===== src/rtl/vlq_stream_decoder_pkg.sv =====
`default_nettype none
// ============================================================================
//  Module      : vlq_decoder_pkg
//  Description : Shared definitions for the VLQ stream decoder: byte-format
//                constants and the decode state encoding.
//  Revision    : 1.0 - initial release
// ============================================================================
package vlq_decoder_pkg;

    // LEB128-style byte: bit 7 = "more bytes follow", bits 6:0 = payload
    localparam int VLQ_CONT_BIT  = 7;
    localparam int VLQ_PAYLOAD_W = 7;

    typedef enum logic [2:0] {
        ST_IDLE = 3'd0,
        ST_RD   = 3'd1,
        ST_DATA = 3'd2,
        ST_PUSH = 3'd3,
        ST_DONE = 3'd4,
        ST_ERR  = 3'd5
    } state_t;

endpackage
`default_nettype wire


===== src/rtl/vlq_stream_decoder_if.sv =====
`default_nettype none
// ============================================================================
//  Module      : vlq_stream_decoder_if
//  Description : Program-memory read port and instruction-FIFO write port of
//                the VLQ stream decoder.
//                  mem_rd/mem_addr  : read strobe and byte address
//                  mem_data         : read data, valid one cycle after mem_rd
//                  fifo_full        : FIFO cannot accept a write this cycle
//                  fifo_wr/fifo_data: one-cycle write of a decoded value
//                master = decoder side, slave = memory/FIFO side.
//  Revision    : 1.0 - initial release
// ============================================================================
interface vlq_stream_decoder_if #(
    parameter int ADDR_WIDTH  = 16,
    parameter int INSTR_WIDTH = 32
);
    logic                   mem_rd;
    logic [ADDR_WIDTH-1:0]  mem_addr;
    logic [7:0]             mem_data;
    logic                   fifo_full;
    logic                   fifo_wr;
    logic [INSTR_WIDTH-1:0] fifo_data;

    modport master (
        output mem_rd, mem_addr, fifo_wr, fifo_data,
        input  mem_data, fifo_full
    );

    modport slave (
        input  mem_rd, mem_addr, fifo_wr, fifo_data,
        output mem_data, fifo_full
    );
endinterface
`default_nettype wire


===== src/rtl/vlq_stream_decoder_accum.sv =====
`default_nettype none
// ============================================================================
//  Module      : vlq_accum
//  Description : Value accumulator for the VLQ decoder. ORs a 7-bit payload
//                into the accumulator at bit 7*group and tracks the group
//                index. Flags payload bits that would land at or above
//                INSTR_WIDTH, and whether the current group is the last one
//                allowed.
//  Ports       : clk, reset (async, active-low), clear, add, payload,
//                acc, overflow, last_group
//  Revision    : 1.0 - initial release
// ============================================================================
module vlq_accum
    import vlq_decoder_pkg::*;
#(
    parameter int INSTR_WIDTH = 32,
    parameter int MAX_GROUPS  = 5
) (
    input  wire logic                     clk,
    input  wire logic                     reset,
    input  wire logic                     clear,
    input  wire logic                     add,
    input  wire logic [VLQ_PAYLOAD_W-1:0] payload,
    output logic      [INSTR_WIDTH-1:0]   acc,
    output logic                          overflow,
    output logic                          last_group
);
    // Wide enough that the highest possible group still fits, so the
    // out-of-range slice always exists even when 7*MAX_GROUPS == INSTR_WIDTH.
    localparam int c_WIDE_W  = INSTR_WIDTH + VLQ_PAYLOAD_W * MAX_GROUPS;
    localparam int c_GROUP_W = $clog2(MAX_GROUPS + 1);

    logic [INSTR_WIDTH-1:0] r_acc;
    logic [c_GROUP_W-1:0]   r_group;
    logic [c_WIDE_W-1:0]    w_shifted;

    always_comb begin
        w_shifted  = c_WIDE_W'(payload) << (VLQ_PAYLOAD_W * int'(r_group));
        overflow   = |w_shifted[c_WIDE_W-1:INSTR_WIDTH];
        last_group = (r_group == c_GROUP_W'(MAX_GROUPS - 1));
    end

    always_ff @(posedge clk or negedge reset) begin
        if (!reset) begin
            r_acc   <= '0;
            r_group <= '0;
        end else if (clear) begin
            r_acc   <= '0;
            r_group <= '0;
        end else if (add) begin
            r_acc   <= r_acc | w_shifted[INSTR_WIDTH-1:0];
            r_group <= r_group + c_GROUP_W'(1);
        end
    end

    assign acc = r_acc;

endmodule
`default_nettype wire


===== src/rtl/vlq_stream_decoder.sv =====
`default_nettype none
// ============================================================================
//  Module      : vlq_stream_decoder
//  Description : Walks byte-wide program memory from start_addr, decodes
//                LEB128-style unsigned values and pushes each into the
//                instruction FIFO until TERM_ZEROS consecutive zero values
//                have been pushed. Overflowing values stop the stream with err.
//  Ports       : clk, reset (async, active-low)
//                start/start_addr  : begin decoding (IDLE/DONE/ERR only)
//                abort             : synchronous return to IDLE
//                bus               : memory read + FIFO write port
//                busy/done/err     : status (done/err sticky until start)
//                addr_out          : address after the last consumed byte
//                instr_count       : values pushed, saturating
//  Revision    : 1.0 - initial release
// ============================================================================
module vlq_stream_decoder
    import vlq_decoder_pkg::*;
#(
    parameter int ADDR_WIDTH  = 16,
    parameter int INSTR_WIDTH = 32,
    parameter int MAX_GROUPS  = 5,
    parameter int TERM_ZEROS  = 2,
    parameter int COUNT_WIDTH = 16
) (
    input  wire logic                   clk,
    input  wire logic                   reset,
    input  wire logic                   start,
    input  wire logic [ADDR_WIDTH-1:0]  start_addr,
    input  wire logic                   abort,
    vlq_stream_decoder_if.master        bus,
    output logic                        busy,
    output logic                        done,
    output logic                        err,
    output logic [ADDR_WIDTH-1:0]       addr_out,
    output logic [COUNT_WIDTH-1:0]      instr_count
);
    localparam int c_RUN_W = $clog2(TERM_ZEROS + 1);

    state_t                   r_state;
    state_t                   w_next;
    logic [ADDR_WIDTH-1:0]    r_ptr;
    logic [COUNT_WIDTH-1:0]   r_count;
    logic [c_RUN_W-1:0]       r_zero_run;

    logic                     w_cont;
    logic [VLQ_PAYLOAD_W-1:0] w_payload;
    logic [INSTR_WIDTH-1:0]   w_acc;
    logic                     w_overflow;
    logic                     w_last_group;
    logic                     w_bad;
    logic [c_RUN_W-1:0]       w_run_next;
    logic                     w_mem_rd;
    logic                     w_fifo_wr;
    logic                     w_acc_clear;
    logic                     w_acc_add;
    logic                     w_ptr_inc;
    logic                     w_start_go;

    assign w_cont    = bus.mem_data[VLQ_CONT_BIT];
    assign w_payload = bus.mem_data[VLQ_PAYLOAD_W-1:0];

    // A continuation flag on the last permitted group is as fatal as
    // payload bits beyond the value width.
    assign w_bad      = w_overflow | (w_cont & w_last_group);
    assign w_run_next = (w_acc == '0) ? r_zero_run + c_RUN_W'(1) : '0;

    vlq_accum #(
        .INSTR_WIDTH (INSTR_WIDTH),
        .MAX_GROUPS  (MAX_GROUPS)
    ) u_accum (
        .clk        (clk),
        .reset      (reset),
        .clear      (w_acc_clear),
        .add        (w_acc_add),
        .payload    (w_payload),
        .acc        (w_acc),
        .overflow   (w_overflow),
        .last_group (w_last_group)
    );

    always_ff @(posedge clk or negedge reset) begin
        if (!reset) begin
            r_state <= ST_IDLE;
        end else begin
            r_state <= w_next;
        end
    end

    always_comb begin
        w_next      = r_state;
        w_mem_rd    = 1'b0;
        w_fifo_wr   = 1'b0;
        w_acc_clear = 1'b0;
        w_acc_add   = 1'b0;
        w_ptr_inc   = 1'b0;
        w_start_go  = 1'b0;

        case (r_state)
            ST_IDLE, ST_DONE, ST_ERR: begin
                if (start) begin
                    w_start_go  = 1'b1;
                    w_acc_clear = 1'b1;
                    w_next      = ST_RD;
                end
            end
            ST_RD: begin
                w_mem_rd = 1'b1;
                w_next   = ST_DATA;
            end
            ST_DATA: begin
                // The faulty byte is still consumed so addr_out points past it.
                w_ptr_inc = 1'b1;
                if (w_bad) begin
                    w_next = ST_ERR;
                end else begin
                    w_acc_add = 1'b1;
                    w_next    = w_cont ? ST_RD : ST_PUSH;
                end
            end
            ST_PUSH: begin
                if (!bus.fifo_full) begin
                    w_fifo_wr   = 1'b1;
                    w_acc_clear = 1'b1;
                    w_next      = (w_run_next == c_RUN_W'(TERM_ZEROS)) ? ST_DONE : ST_RD;
                end
            end
            default: begin
                w_next = ST_IDLE;
            end
        endcase

        // Abort overrides everything, including a simultaneous start; the
        // partial value is dropped but pointer and counters are kept.
        if (abort) begin
            w_next      = ST_IDLE;
            w_mem_rd    = 1'b0;
            w_fifo_wr   = 1'b0;
            w_acc_add   = 1'b0;
            w_ptr_inc   = 1'b0;
            w_start_go  = 1'b0;
            w_acc_clear = 1'b1;
        end
    end

    always_ff @(posedge clk or negedge reset) begin
        if (!reset) begin
            r_ptr      <= '0;
            r_count    <= '0;
            r_zero_run <= '0;
        end else begin
            if (w_start_go) begin
                r_ptr      <= start_addr;
                r_count    <= '0;
                r_zero_run <= '0;
            end
            if (w_ptr_inc) begin
                r_ptr <= r_ptr + ADDR_WIDTH'(1);
            end
            if (w_fifo_wr) begin
                if (r_count != '1) begin
                    r_count <= r_count + COUNT_WIDTH'(1);
                end
                r_zero_run <= w_run_next;
            end
        end
    end

    assign bus.mem_rd    = w_mem_rd;
    assign bus.mem_addr  = r_ptr;
    assign bus.fifo_wr   = w_fifo_wr;
    assign bus.fifo_data = w_acc;

    assign busy        = (r_state == ST_RD) || (r_state == ST_DATA) || (r_state == ST_PUSH);
    assign done        = (r_state == ST_DONE);
    assign err         = (r_state == ST_ERR);
    assign addr_out    = r_ptr;
    assign instr_count = r_count;

endmodule
`default_nettype wire


===== src/flat_wrapper.sv =====
// flat-port wrapper written by rule: the top's interface ports become plain ports
module vlq_stream_decoder_flat import vlq_decoder_pkg::*;
#(
    parameter int ADDR_WIDTH  = 16,
    parameter int INSTR_WIDTH = 32,
    parameter int MAX_GROUPS  = 5,
    parameter int TERM_ZEROS  = 2,
    parameter int COUNT_WIDTH = 16
)
  (clk, reset, start, start_addr, abort, busy, done, err, addr_out, instr_count, bus_mem_rd, bus_mem_addr, bus_fifo_wr, bus_fifo_data, bus_mem_data, bus_fifo_full);
  vlq_stream_decoder_if #(.ADDR_WIDTH(ADDR_WIDTH), .INSTR_WIDTH(INSTR_WIDTH)) bus_i ();
  input  wire logic clk;
  input  wire logic reset;
  input  wire logic start;
  input  wire logic [ADDR_WIDTH-1:0] start_addr;
  input  wire logic abort;
  output logic busy;
  output logic done;
  output logic err;
  output logic [ADDR_WIDTH-1:0] addr_out;
  output logic [COUNT_WIDTH-1:0] instr_count;
  output wire logic [$bits(bus_i.mem_rd)-1:0] bus_mem_rd;
  output wire logic [$bits(bus_i.mem_addr)-1:0] bus_mem_addr;
  output wire logic [$bits(bus_i.fifo_wr)-1:0] bus_fifo_wr;
  output wire logic [$bits(bus_i.fifo_data)-1:0] bus_fifo_data;
  input wire logic [$bits(bus_i.mem_data)-1:0] bus_mem_data;
  input wire logic [$bits(bus_i.fifo_full)-1:0] bus_fifo_full;
  assign bus_mem_rd = bus_i.mem_rd;
  assign bus_mem_addr = bus_i.mem_addr;
  assign bus_fifo_wr = bus_i.fifo_wr;
  assign bus_fifo_data = bus_i.fifo_data;
  assign bus_i.mem_data = bus_mem_data;
  assign bus_i.fifo_full = bus_fifo_full;
  vlq_stream_decoder #(.ADDR_WIDTH(ADDR_WIDTH), .INSTR_WIDTH(INSTR_WIDTH), .MAX_GROUPS(MAX_GROUPS), .TERM_ZEROS(TERM_ZEROS), .COUNT_WIDTH(COUNT_WIDTH)) u_core (.clk(clk), .reset(reset), .start(start), .start_addr(start_addr), .abort(abort), .bus(bus_i), .busy(busy), .done(done), .err(err), .addr_out(addr_out), .instr_count(instr_count));
endmodule

===== config.mk =====
export PLATFORM = sky130hd
export DESIGN_NAME = vlq_stream_decoder_flat
export DESIGN_NICKNAME = d
export VERILOG_FILES = /design/src/rtl/vlq_stream_decoder_pkg.sv /design/src/rtl/vlq_stream_decoder_if.sv /design/src/rtl/vlq_stream_decoder_accum.sv /design/src/rtl/vlq_stream_decoder.sv /design/src/flat_wrapper.sv
export SDC_FILE = /design/constraint.sdc
export NUM_CORES = 1
export LEC_CHECK = 0
export CORE_MARGIN = 10
export CORE_UTILIZATION = 46
export CTS_CLUSTER_DIAMETER = 40
export DETAILED_ROUTE_END_ITERATION = 10
export GPL_TIMING_DRIVEN = 0
export PLACE_DENSITY = 0.78
export SLEW_MARGIN = 20
export SYNTH_ARGS = -nofsm -noshare
export SYNTH_HDL_FRONTEND = slang
export SYNTH_SLANG_ARGS = --single-unit

===== constraint.sdc =====
create_clock -name clk -period 2.8 [get_ports clk]
set_input_delay 0.56 -clock clk [delete_from_list [all_inputs] [get_ports clk]]
set_output_delay 0.56 -clock clk [all_outputs]
set_load 0.05 [all_outputs]

==> results.json, run 1 <==
{
  "drv_cap": 0,
  "drive_gt1_share_pct": 12.3,
  "yosys_warnings": 0,
  "p_sw_share_pct": 37.7,
  "diodes": 0,
  "synth.cell_area_um2": 3820,
  "max-clock-path-buffers": 2,
  "synthAdderAreaFrac_pct": 1.31,
  "peakVddDrop_v": 0.000238,
  "ios": 114,
  "pwr-share-seq_pct": 37.5,
  "p_clk_share_pct": 28.9,
  "synthMuxAreaShare_pct": 2.62,
  "clk_pin_slew_ps": 90,
  "dp_hpwl_mm": 8.39,
  "hold_path.class": "primary input to asynchronous set/reset pin",
  "synth-edff-count": 0,
  "synthSimpleGateAreaFrac_pct": 22.3,
  "cp_max_fo": 7,
  "synth_compound_area_share_pct": 18.3,
  "drt_iter0_markers": 149,
  "ys_ff_latch": 72,
  "fin_util_pct": 65.3,
  "cts_buffers": 9,
  "combPwrFrac_pct": 33.6,
  "max_slew_margin_pct": 48.0,
  "fillerInstances": 671,
  "synth_cell_types": 57,
  "dp_slack_ps": -233,
  "timing.hold.ws_ps": 74.1,
  "wl_mm": 11.3,
  "tns_ps": 0,
  "cts_max_level": 3,
  "crit_type": "flop to primary output",
  "areaGrowthSynthToFinish_pct": 38.8,
  "start_util_pct": 47.0,
  "critPathCaptureType": "primary output",
  "final_nets": 534,
  "synth-xor-area-share_pct": 1.37,
  "port_buffers": 111,
  "globalRoute.totalOverflow": 0,
  "p_switching_w": 0.00121,
  "placed_cells": 595,
  "antenna_found_initial": 0,
  "hold_viol": 0,
  "dieArea_um2": 12400,
  "post_drt_wl_per_cell_um": 18.5,
  "syn_inst": 378,
  "slew_violations": 0,
  "cts_sinks": 72,
  "first_pass_iters": 4,
  "yosysSeqAreaShare_pct": 47.1,
  "synth_top_area_share_pct": 47.1,
  "fp-row-count": 33,
  "cp_data_required_time_ps": 2240,
  "drcViolationCount": 0,
  "grt_max_degree": 55,
  "async_reset_ff_share_pct": 100,
  "outcome": "finished, final reports clean",
  "ys_top_cells_by_area": "dfrtp_1 (47%), a22o_1 (4.6%), buf_4 (3.9%)",
  "syn_area_per_cell_um2": 10.1,
  "fmax_mhz": 379,
  "gp_congestion": 0.884,
  "finalCritPeriodShare_pct": 94.3,
  "fin_ws_ps": 159,
  "fin_cells": 611,
  "num_vias": 3471,
  "start_kind": "flop",
  "die_h_um": 111,
  "worstMarginPinSlew_ps": 778,
  "first_global_vias": 3673,
  "p_int_w": 0.00200,
  "synth_top_family_by_area": "simple AND/OR/NAND/NOR gates",
  "yosysTopAreaCell": "dfrtp_1",
  "vias_per_cell": 5.68,
  "cts_tree": "done",
  "p_leak_nw": 2.20,
  "grt_first_pass_wirelength_mm": 19.0,
  "antenna_left": 0,
  "period_minus_slack_ps": 2640,
  "fp.dieW_um": 111,
  "p_per_area_nw_per_um2": 606,
  "setup_violations": 0,
  "clock_skew_ps": 13.8,
  "synthFlopType": "dfrtp_1",
  "worstPathArrival_ps": 2080,
  "insertion_delay_ps": 350,
  "fp.coreArea_um2": 8130,
  "root_buffer": "clkbuf_8",
  "grt_use_total_pct": 18.3,
  "cts_setup_buffers": 0,
  "rsz0062_at_grt": "false",
  "syn_nets": 411
}
area by class of cell:
type | count | area, um2 | share of cell area, %
Inverter | 11 | 41.3 | 0.778
Buffer | 33 | 226 | 4.27
Sequential cell | 72 | 1800 | 33.9
Multi-Input combinational cell | 262 | 1750 | 33.0
Tap cell | 105 | 131 | 2.47
Timing Repair Buffer | 112 | 1130 | 21.4
Clock inverter | 6 | 92.6 | 1.74
Clock buffer | 10 | 128 | 2.40
stage by stage:
| step | power [W] | area (um2) |
|---|---|---|
| 2_1_floorplan | 0.00192 | 3820 |
| 3_3_place_gp | 0.00229 | 5070 |
| 3_5_place_dp | 0.00231 | 5090 |
| 4_1_cts | 0.00323 | 5310 |
| 5_1_grt | 0.00335 | 5310 |
| 6_report | 0.00322 | 5310 |
power by group through the flow:
stage	combinational [W]	sequential (W)	clock, W
floorplan	0.000500	0.00142	0
global placement	0.00107	0.00122	0
detailed placement	0.00109	0.00123	0
CTS	0.00109	0.00121	0.000936
global route	0.00114	0.00122	0.000993
finish	0.00108	0.00121	0.000929
worst max-delay path: stages (launching register included):
cell and delay (ps):
dfrtp_1 470, nand2b_4 200, nor3_1 210, clkdlybuf4s50_1 850
cell usage after synthesis, drive strengths merged, types with 2 or more instances:
library cell,instances
a21oi,21
nand2b,2
dfrtp,72
o21ai,13
o211ai,7
o22ai,3
and3,8
xnor2,6
a221o,2
nand4,9
a211o,2
nor3b,2
a311oi,4
nand2,31
a22o,20
a31oi,2
nor2b,3
nor4b,2
nor2,35
a32o,4
mux2i,10
ha,4
and4,4
inv,11
buf,28
nor4,14
a211oi,7
o31ai,5
nand3,16
clkbuf,5
nor3,15
per-layer routing:
| metal | global-route usage [%] | up-vias | routed length [um] |
|---|---|---|---|
| li1 | - | 1635 | - |
| met1 | 22.8 | 1689 | 4970 |
| met2 | 29.0 | 132 | 5230 |
| met3 | 6.01 | 15 | 927 |
| met4 | 6.08 | 0 | 172 |
| met5 | 0 | - | 0 |
kinds of logic after synthesis:
| family | Yosys count |
|---|---|
| buffers and inverters | 44 |
| AO/OA/AOI/OAI | 95 |
| flip-flops | 72 |
| multiplexers | 10 |
| adder cells (fa/ha/maj) | 4 |
| XOR/XNOR | 6 |
| AND/OR/NAND/NOR | 147 |
timing repair:
action / CTS / global route
hold buffers: 0 / 0
gates cloned: 0 / 0
resized for setup: 1 / 3
endpoints found under the hold margin: 0 / 0
setup endpoints to repair: 1 / 2
state kept, by name (all words and copies together) (netlist names):
name / cells
u_core.u_accum.acc: 32
u_core.u_accum.r_group: 3
u_core.r_state: 3
u_core.instr_count: 16
u_core.r_zero_run: 2
u_core.addr_out: 16
cells in the final DEF (no fill, tap or decap), types with 6 or more instances in the layout:
| cell | n |
|---|---|
| a22o_1 | 20 |
| dfrtp_1 | 72 |
| a21oi_1 | 20 |
| nor2_1 | 34 |
| nand2_1 | 30 |
| nand4_1 | 9 |
| xnor2_1 | 6 |
| inv_1 | 10 |
| clkbuf_8 | 9 |
| mux2i_1 | 10 |
| o21ai_0 | 13 |
| clkdlybuf4s50_1 | 108 |
| buf_4 | 21 |
| nor3_1 | 15 |
| nand3_1 | 16 |
| and3_1 | 8 |
| a211oi_1 | 6 |
| o211ai_1 | 7 |
| clkbuf_1 | 6 |
| nor4_1 | 9 |
worst paths after layout:
check,from,end,slack [ps],cells after the start
max in group asynchronous,reset,u_core.u_accum.acc[23],2150,2
min in group clk,abort,u_core.r_state[0],490,2
max reg2reg,u_core.r_state[2],u_core.u_accum.acc[28],640,4
max,u_core.r_state[2],bus_mem_rd,160,3
min,reset,u_core.instr_count[11],70,1
min reg2reg,u_core.instr_count[11],u_core.instr_count[11],520,1
Note: power is estimated with default switching activity, not from simulation.
==> run 2, diff against run 1 <==
--- a/config.mk
+++ b/config.mk
@@ -5,13 +5,15 @@
 export SDC_FILE = /design/constraint.sdc
 export NUM_CORES = 1
 export LEC_CHECK = 0
+export ABC_CLOCK_PERIOD_IN_PS = 2800
 export CORE_MARGIN = 10
 export CORE_UTILIZATION = 46
 export CTS_CLUSTER_DIAMETER = 40
 export DETAILED_ROUTE_END_ITERATION = 10
 export GPL_TIMING_DRIVEN = 0
-export PLACE_DENSITY = 0.78
+export PLACE_DENSITY = 0.79
 export SLEW_MARGIN = 20
 export SYNTH_ARGS = -nofsm -noshare
 export SYNTH_HDL_FRONTEND = slang
+export SYNTH_HIERARCHICAL = 1
 export SYNTH_SLANG_ARGS = --single-unit
==> run 2 against run 1 <==
  * Maximum frequency fell by 2.6%
  * Critical path depth rose by 1
  * First-iteration DRC count rose by 30%
  * Global-route usage fell by 0.21 points
  * Utilization rose by 2.4 points
  * Highest routed layer unchanged
==> results.json, run 2 <==
{
  "fp-row-count": 32,
  "max_slew_margin_pct": 37.9,
  "cp_max_fo": 10,
  "ff_latch_area_um2": 1800,
  "setup_violations": 0,
  "synth.most_common_cell": "dfrtp_1",
  "p_total_w": 0.00406,
  "netlist_top_cells_count": "dfrtp_1 (72), nor2_1 (56), a21oi_1 (42)",
  "layout_common_cells": "clkdlybuf4s50_1 (105), dfrtp_1 (72), nor2_1 (55), a21oi_1 (41), nand2_1 (24)",
  "dieArea_um2": 12200,
  "vias_per_cell": 5.79,
  "cts_max_level": 3,
  "worstRegToRegCells": 10,
  "synth_top_area_share_pct": 47.8,
  "outcome": "finished, final reports clean",
  "antenna_left": 0,
  "synth-edff-count": 0,
  "worstMarginPinSlew_ps": 924,
  "hold_path.class": "primary input to asynchronous set/reset pin",
  "synth_cell_types": 58,
  "slew_violations": 0,
  "crit_type": "flop to primary output",
  "syn_inst": 405,
  "critPathCaptureType": "primary output",
  "synthFlopType": "dfrtp_1",
  "cts_sinks": 72,
  "tns_ps": 0,
  "clk_pin_slew_ps": 80,
  "multi_input_area_um2": 1750,
  "p_per_area_nw_per_um2": 765,
  "peakVddDrop_v": 0.000318,
  "final_common_cell": "clkdlybuf4s50_1",
  "clock_skew_ps": 9.59,
  "fillerInstances": 643,
  "reg2reg_from": "u_core/u_accum/r_group[0]",
  "rrSetupSlack_ps": 300,
  "cts_tree": "done",
  "post_drt_wl_per_cell_um": 18.3,
  "cts_buffers": 9,
  "grt_max_degree": 59,
  "cp_data_required_time_ps": 2240,
  "synth.cell_area_um2": 3770,
  "globalRoute.totalOverflow": 0,
  "ys_ff_latch": 72,
  "yosysSeqAreaShare_pct": 47.8,
  "hold_buffers": 0,
  "ios": 114,
  "num_vias": 3674,
  "wl_mm": 11.6,
  "port_buffers": 111,
  "diodes": 0,
  "grt_first_pass_wirelength_mm": 18.9,
  "async_reset_ff_share_pct": 100,
  "dp_hpwl_mm": 8.51,
  "start_kind": "flop",
  "p_leak_nw": 2.19,
  "die_h_um": 110,
  "ys_top_cells_by_area": "dfrtp_1 (48%), a21oi_1 (5.6%), nor2_1 (5.6%)",
  "first_global_vias": 3748,
  "largest_reg_flops": 32,
  "drive_gt1_share_pct": 12.4,
  "root_buffer": "clkbuf_8",
  "yosysTopAreaCell": "dfrtp_1",
  "areaGrowthSynthToFinish_pct": 41.0,
  "yosys_warnings": 6,
  "first_pass_iters": 4,
  "finalCritPeriodShare_pct": 96.8,
  "period_minus_slack_ps": 2710,
  "gp_congestion": 0.846,
  "grt_use_total_pct": 18.1,
  "max-clock-path-buffers": 2,
  "antenna_found_initial": 0,
  "fmax_mhz": 369,
  "insertion_delay_ps": 350,
  "final_nets": 561,
  "worstPathArrival_ps": 2150,
  "reg2reg_to": "u_core/u_accum/acc[7]",
  "drt_iter0_markers": 193,
  "start_util_pct": 48.0,
  "drv_cap": 0,
  "fp.dieW_um": 110,
  "drcViolationCount": 0,
  "hold_viol": 0,
  "fp.coreArea_um2": 7850,
  "syn_nets": 438,
  "syn_area_per_cell_um2": 9.30,
  "rsz0062_at_grt": "true"
}
[run 2: cell count changes after synthesis, moves of 5 or more]
cell	change
a21oi_1	+22
and3_1	-7
nand2_1	-6
nand2b_1	+6
o211ai_1	-5
nor4_4	-5
a22o_1	-19
nor2_1	+22
[run 2: worst max path at each step]
stage | start | end | slack, ps | depth (start not counted)
floorplan | abort | bus_mem_rd | 120 | 2
global placement | reset | u_core/u_accum/acc[28] | -1260 | 1
detailed placement | bus_mem_data[2] | u_core/u_accum/acc[7] | -730 | 11
CTS | bus_mem_data[2] | u_core/u_accum/acc[23] | 40 | 11
global route | bus_mem_data[2] | u_core/u_accum/acc[9] | 0.007 | 11
finish | u_core/r_state[0] | bus_mem_rd | 90 | 4
[run 2: cell families (layout without fill, tap and decap cells)]
logic type | count (synthesis) | count (layout) | synth area share, %
AOI/OAI and AO/OA | 96 | 96 | 16.2
xor gates and xnor gates | 3 | 3 | 0.698
adders and majority gates | 4 | 4 | 1.33
buffers and inverters | 45 | 173 | 6.74
DFF | 72 | 72 | 47.8
muxes | 11 | 11 | 2.92
and+or+nand+nor | 174 | 174 | 24.3
[run 2: power breakdown]
part           leakage [nW]  switching (W)  total [W]  internal (W)
sequential            0.961       0.000157    0.00130       0.00115
clock                 0.124       0.000419    0.00101      0.000593
combinational          1.11        0.00112    0.00174      0.000624
[run 2: what timing repair did]
action,in CTS,in global routing
pin swaps,1,1
resized for setup,13,3
setup buffers,0,0
setup endpoints to repair,33,32
endpoints found under the hold margin,0,0
[run 2: cell type report]
type | count | area share [%]
Clock buffer | 9 | 2.33
Inverter | 10 | 0.707
Tap cell | 102 | 2.40
Buffer | 35 | 4.08
Timing Repair Buffer | 112 | 21.3
Multi-Input combinational cell | 288 | 33.0
Clock inverter | 7 | 2.22
Sequential cell | 72 | 33.9
[run 2: through the flow]
step                      hold slack [ps]  setup WS, ps  std cells  area, um2  util (%)
after floorplan                       264           119        405       3770         -
after global placement                483         -1260        618       5000      63.8
after detailed placement              433          -728        619       5040      64.2
after CTS                            52.3          40.1        635       5300      67.5
after global routing                 50.1       0.00666        635       5310      67.6
final                                55.8          89.8        635       5310      67.6
[run 2: critical path: stages (launching register included)]
cell	delay [ps]
dfrtp_1	330
buf_2	190
inv_1	110
nor4_1	290
clkdlybuf4s50_1	880
[run 2: per-layer routing]
metal  vias to the layer above  GRT usage, %  part of all wire, %
met5                         -             0                    0
met4                         0          4.75                 0.89
met3                        11          6.92                  9.0
met2                       153          29.9                   48
met1                      1804          21.4                   42
li1                       1706             -                    -
==> run 3, diff against run 2 <==
--- a/config.mk
+++ b/config.mk
@@ -9,6 +9,7 @@
 export CORE_MARGIN = 10
 export CORE_UTILIZATION = 46
 export CTS_CLUSTER_DIAMETER = 40
+export CTS_CLUSTER_SIZE = 28
 export DETAILED_ROUTE_END_ITERATION = 10
 export GPL_TIMING_DRIVEN = 0
 export PLACE_DENSITY = 0.79
==> results of run 3 <==
The final DEF is identical to that of run 2; final timing and power are the same.
